==> config.mk <==
export PLATFORM = sky130hd
export DESIGN_NAME = fp_div_arbiter
export DESIGN_NICKNAME = d
export VERILOG_FILES = /design/src/rtl/fp_div_arbiter_pkg.sv /design/src/rtl/fp_div_arbiter_rr_arbiter.sv /design/src/rtl/fp_div_arbiter.sv
export SDC_FILE = /design/constraint.sdc
export NUM_CORES = 1
export LEC_CHECK = 0
export ABC_AREA = 1
export BUFFER_PORTS_ARGS = -buffer_cell sky130_fd_sc_hd__buf_4
export CAP_MARGIN = 5
export CORE_AREA = 4 4 154 156
export CTS_CLUSTER_DIAMETER = 50
export DETAILED_ROUTE_END_ITERATION = 12
export DIE_AREA = 0 0 158 160
export HOLD_SLACK_MARGIN = 0.1
export PLACE_DENSITY_LB_ADDON = 0.3
export SYNTH_ARGS = -nofsm -noshare
export SYNTH_HDL_FRONTEND = slang
export SYNTH_HIERARCHICAL = 1
export SYNTH_SLANG_ARGS = --single-unit
==> constraint.sdc <==
create_clock -name iClock -period 3.6 [get_ports iClock]
set_clock_uncertainty 0.2 [all_clocks]
set_input_delay 0.72 -clock iClock [delete_from_list [all_inputs] [get_ports iClock]]
set_output_delay 0.72 -clock iClock [all_outputs]
set_load 0.02 [all_outputs]
==> src/rtl/fp_div_arbiter_pkg.sv <==
// Shared constants and tag type for the FP divider arbiter and its sibling shared-unit arbiters.
// The tag index is sized for up to eight requesters.
package fp_div_arbiter_pkg;

    localparam logic [31:0] FP_ZERO             = 32'h00000000;
    localparam logic [31:0] FP_ONE              = 32'h3f800000;
    localparam int unsigned DIV_LATENCY_DEFAULT = 6;
    localparam int unsigned TAG_IDX_W           = 3;

    typedef struct packed {
        logic                 valid;
        logic [TAG_IDX_W-1:0] idx;
        logic                 den_zero;
    } tag_t;

    // Zero exponent covers both signed zeros and denormals.
    function automatic logic is_den_zero(input logic [31:0] f);
        return f[30:23] == 8'h00;
    endfunction

endpackage

==> src/rtl/fp_div_arbiter_rr_arbiter.sv <==
// Combinational round-robin arbiter: first unmasked request at or after the pointer, wrapping.
// Reusable for any shared single-issue FP unit.
module rr_arbiter #(
    parameter int unsigned NREQ = 4,
    parameter int unsigned IDXW = 3
) (
    input  logic [NREQ-1:0] req_i,
    input  logic [NREQ-1:0] mask_i,
    input  logic [IDXW-1:0] ptr_i,
    output logic [NREQ-1:0] grant_o,
    output logic [IDXW-1:0] idx_o,
    output logic            any_o
);

    logic [NREQ-1:0] eligible;

    assign eligible = req_i & ~mask_i;

    always_comb begin
        int unsigned j;
        j       = 0;
        grant_o = '0;
        idx_o   = '0;
        any_o   = 1'b0;
        for (int unsigned i = 0; i < NREQ; i++) begin
            j = (32'(ptr_i) + i) % NREQ;
            if (!any_o && eligible[j]) begin
                grant_o[j] = 1'b1;
                idx_o      = IDXW'(j);
                any_o      = 1'b1;
            end
        end
    end

endmodule

==> src/rtl/fp_div_arbiter.sv <==
// Shares one fixed-latency pipelined FP divider among NREQ requesters with round-robin issue
// and a tag pipeline that routes each quotient back to its requester.
module fp_div_arbiter
    import fp_div_arbiter_pkg::*;
#(
    parameter int unsigned NREQ        = 4,
    parameter int unsigned DIV_LATENCY = DIV_LATENCY_DEFAULT,
    parameter int unsigned TAGW        = 3
) (
    input  logic                 iClock,
    input  logic                 iReset,
    input  logic                 iEnable,
    input  logic [NREQ-1:0]      iReq,
    input  logic [NREQ*32-1:0]   iNum,
    input  logic [NREQ*32-1:0]   iDen,
    output logic [NREQ-1:0]      oGrant,
    output logic [31:0]          oDivNum,
    output logic [31:0]          oDivDen,
    output logic                 oDivEnable,
    input  logic [31:0]          iDivQuot,
    output logic [31:0]          oQuot,
    output logic [NREQ-1:0]      oQuotValid,
    output logic                 oDivByZero,
    output logic                 oBusy
);

    // Stage 0 travels with the operand register; stages 1..DIV_LATENCY shadow the divider,
    // so the last stage is valid exactly when iDivQuot holds that operation's quotient.
    localparam int unsigned NSTAGE = DIV_LATENCY + 1;

    logic [TAGW-1:0] ptr_q;
    tag_t            tag_q [NSTAGE];

    logic [NREQ-1:0] arb_grant;
    logic [TAGW-1:0] arb_idx;
    logic            arb_any;
    logic [31:0]     win_num;
    logic [31:0]     win_den;
    tag_t            tag_in;
    logic [NREQ-1:0] ret_onehot;
    logic [TAGW-1:0] ptr_next;

    assign oDivEnable = iEnable;

    // Masking with the current grant stops a re-issue before the requester sees its grant.
    rr_arbiter #(
        .NREQ (NREQ),
        .IDXW (TAGW)
    ) u_rr (
        .req_i   (iReq),
        .mask_i  (oGrant),
        .ptr_i   (ptr_q),
        .grant_o (arb_grant),
        .idx_o   (arb_idx),
        .any_o   (arb_any)
    );

    always_comb begin
        win_num = '0;
        win_den = '0;
        for (int unsigned i = 0; i < NREQ; i++) begin
            if (arb_grant[i]) begin
                win_num = iNum[32*i +: 32];
                win_den = iDen[32*i +: 32];
            end
        end
        tag_in          = '0;
        tag_in.valid    = arb_any;
        tag_in.idx      = TAG_IDX_W'(arb_idx);
        tag_in.den_zero = arb_any && is_den_zero(win_den);
        ptr_next        = (arb_idx == TAGW'(NREQ - 1)) ? '0 : arb_idx + TAGW'(1);
    end

    always_comb begin
        ret_onehot = '0;
        for (int unsigned i = 0; i < NREQ; i++) begin
            ret_onehot[i] = (tag_q[NSTAGE-1].idx == TAG_IDX_W'(i));
        end
    end

    always_comb begin
        oBusy = |oGrant;
        for (int unsigned i = 0; i < NSTAGE; i++) begin
            oBusy = oBusy | tag_q[i].valid;
        end
    end

    always_ff @(posedge iClock) begin
        if (iReset) begin
            ptr_q      <= '0;
            oGrant     <= '0;
            oDivNum    <= '0;
            oDivDen    <= '0;
            oQuot      <= '0;
            oQuotValid <= '0;
            oDivByZero <= 1'b0;
            for (int unsigned i = 0; i < NSTAGE; i++) begin
                tag_q[i] <= '0;
            end
        end else if (!iEnable) begin
            oGrant     <= '0;
            oQuotValid <= '0;
            oDivByZero <= 1'b0;
        end else begin
            oGrant   <= arb_grant;
            tag_q[0] <= tag_in;
            for (int unsigned i = 1; i < NSTAGE; i++) begin
                tag_q[i] <= tag_q[i-1];
            end
            if (arb_any) begin
                oDivNum <= win_num;
                oDivDen <= win_den;
                ptr_q   <= ptr_next;
            end
            if (tag_q[NSTAGE-1].valid) begin
                oQuot      <= tag_q[NSTAGE-1].den_zero ? FP_ZERO : iDivQuot;
                oQuotValid <= ret_onehot;
                oDivByZero <= tag_q[NSTAGE-1].den_zero;
            end else begin
                oQuotValid <= '0;
                oDivByZero <= 1'b0;
            end
        end
    end

endmodule

==> impl_metrics.tcl <==
set metrics [dict create \
    power.density_mw_per_mm2 991 \
    synthesis.nets 1315 \
    min_path_cells 1 \
    slowest_delay_ns 0.52 \
    cp_common_cell "nand2_1" \
    max_freq_ghz 0.311 \
    synth_cells 1012 \
    cts_tree "done" \
    worst-path-buf-inv 4 \
    end_kind "flip-flop" \
    setup-violations-final 0 \
    ir_worst_vdd_v 0.000672 \
    drive_gt1_frac 0.345 \
    grt_max_degree 66 \
    reg2reg_slack_ns 0.38 \
    hold_viol 0 \
    drv_cap 0 \
    cts-buffers-inserted 17 \
    min_period_over_period 0.894 \
    status "finished clean" \
    rr_worst_depth 19 \
    final_core_util 0.498 \
    dpl_worst_slack_ns 0.371 \
    worstSkewPairLatency_ns 0.40 \
    nets 1673 \
    fillCellCount 2281 \
    drt_iter0_markers 640 \
    coreArea_mm2 0.0224 \
    crit_chain "inv_2 > ha_1 > inv_1 > nand3_1 > nand2_2 > nand2_4 > nor2_8 > nand3_1 > nand2_1 > inv_2 > nor2_4 > buf_4 > nand2_1 > nand2_1 > nand2_1 > nand2_1 > nor2_1 > nand2_1 > nor2_1" \
    arrival_ns 3.18 \
    antenna_found_initial 2 \
    clkSlewWorstSetupHoldPaths_ns 0.06 \
    crit_family "simple AND/OR/NAND/NOR gates" \
    relSlewSlack 0.307 \
    timing.rr.end "tag_q[0][0]$_SDFFCE_PN0P_" \
    synth_area_mm2 0.00734 \
    post_cts_resized 0 \
    grt_pass1_wl_um 46000 \
    cp-start-kind "flip-flop" \
    die_height_um 160 \
    critPathMaxFanout 21 \
    postRouteAntennaNets 0 \
    placed_cell_area_mm2 0.0105 \
    timing.final.ws_setup_ns 0.382 \
    grt_usage 0.232 \
    totalWireLength_um 30600 \
    cp.required_ns 3.56 \
    grt_overflow 0 \
    hold_buffers 0 \
    cts_root_buf "clkbuf_16" \
    start_util 0.328 \
    leakagePower_nw 5.37 \
    worst_pin_slew_ns 1.04 \
    timing.rr.start "ptr_q[0]$_SDFFE_PP0P_" \
    cts.sinks 142 \
    hp-start "tag_q[6][2]$_SDFFCE_PP0P_" \
    power_w 0.0110 \
    yosysWarnings 6 \
    first_pass_iters 6 \
    vias 8373 \
    worstSetupPathType "flip-flop to flip-flop" \
    clock_path_buffers 2 \
    dp_hpwl_um 23000 \
    die_area_mm2 0.0253 \
    routedWlPerCell_um 18.3 \
    critPathSlowestCell "dfxtp_1" \
    rows 55 \
    final_cell_area_mm2 0.0111 \
    rsz0062_at_grt "false" \
    hold_path_end "oQuotValid[1]$_SDFF_PP0_" \
    fp.dieW_um 158 \
    fin_crit_ns 3.22 \
    drc_errors 0 \
    fin_tns_setup_ns 0 \
    syn2layout_area_growth_pct 51.7 \
    gp_congestion 0.919 \
    postCtsSetupRepairBufs 0 \
    htreeDepth 4 \
    syn_area_per_cell_um2 7.25 \
    io_buffer_count 401 \
    min_path_type "flip-flop to flip-flop" \
    viasPerCell 5.01 \
    grt_pass1_vias 8349 \
    num_io_pins 402 \
    slew_violations 0 \
]
layer usage:
| layer | vias to the layer above | global-route usage | share of wire |
|---|---|---|---|
| li1 | 4140 | - | - |
| met4 | 0 | 0.0869 | 0.032 |
| met5 | - | 0 | 0 |
| met3 | 48 | 0.0634 | 0.082 |
| met1 | 3842 | 0.273 | 0.39 |
| met2 | 343 | 0.400 | 0.49 |
cell type report:
class                      instances  area, um^2  area share
antenna                            2        5.00    0.000449
clock buffer                      20         467      0.0419
clock inverter                    12         148      0.0133
inverter                          66         250      0.0225
multi-input combinational        724        3530       0.317
sequential                       142        3190       0.287
tap                              285         357      0.0320
timing repair buffer             419        3180       0.286
flip-flops by register name (all words and copies together) (netlist names):
signal      count
tag_q          35
oGrant          4
oQuotValid      4
ptr_q           2
oDivNum        32
oDivByZero      1
oDivDen        32
oQuot          32
how the worst max path moves through the flow:
stage                                     start                   endpoint  slack (ns)  cells after the start
final                     ptr_q[0]$_SDFFE_PP0P_  tag_q[0][0]$_SDFFCE_PN0P_        0.38                     19
after global routing      ptr_q[0]$_SDFFE_PP0P_  tag_q[0][0]$_SDFFCE_PN0P_        0.02                     19
after CTS                 ptr_q[1]$_SDFFE_PP0P_  tag_q[0][0]$_SDFFCE_PN0P_        0.35                     19
after detailed placement  ptr_q[1]$_SDFFE_PP0P_  tag_q[0][0]$_SDFFCE_PN0P_        0.37                     19
after global placement    ptr_q[1]$_SDFFE_PP0P_  tag_q[0][0]$_SDFFCE_PN0P_        0.46                     18
after floorplan           ptr_q[0]$_SDFFE_PP0P_  tag_q[0][0]$_SDFFCE_PN0P_        0.87                     19
where the power goes:
group	internal [W]	total [W]	switching, W
combinational	0.00251	0.00692	0.00441
clock	0.00110	0.00183	0.000736
sequential	0.00204	0.00228	0.000237
total	0.00565	0.0110	0.00538
through the flow:
step	hold WS, ns	std cells
finish	0.275	1670
global placement	0.253	1636
global route	0.292	1670
CTS	0.271	1668
floorplan	0.242	1012
detailed placement	0.262	1636
cell usage in the layout, fill, tap and decap left out, types with 2 or more instances in the layout:
cell,instances
a21oi_1,178
diode_2,2
ha_1,8
inv_6,2
nor2_1,70
edfxtp_1,35
nand3_1,57
clkbuf_16,17
buf_4,416
nand2_1,232
nor4_1,6
clkinv_4,4
inv_8,2
nand2_4,3
inv_2,7
o21ai_0,91
or2_2,2
inv_1,58
bufinv_16,2
clkbuf_8,3
o211ai_1,56
nand2_2,5
dfxtp_1,106
buf_12,3
nand3_2,5
inv_4,3
o21ai_1,5
Power figures use the tool's default switching activity.
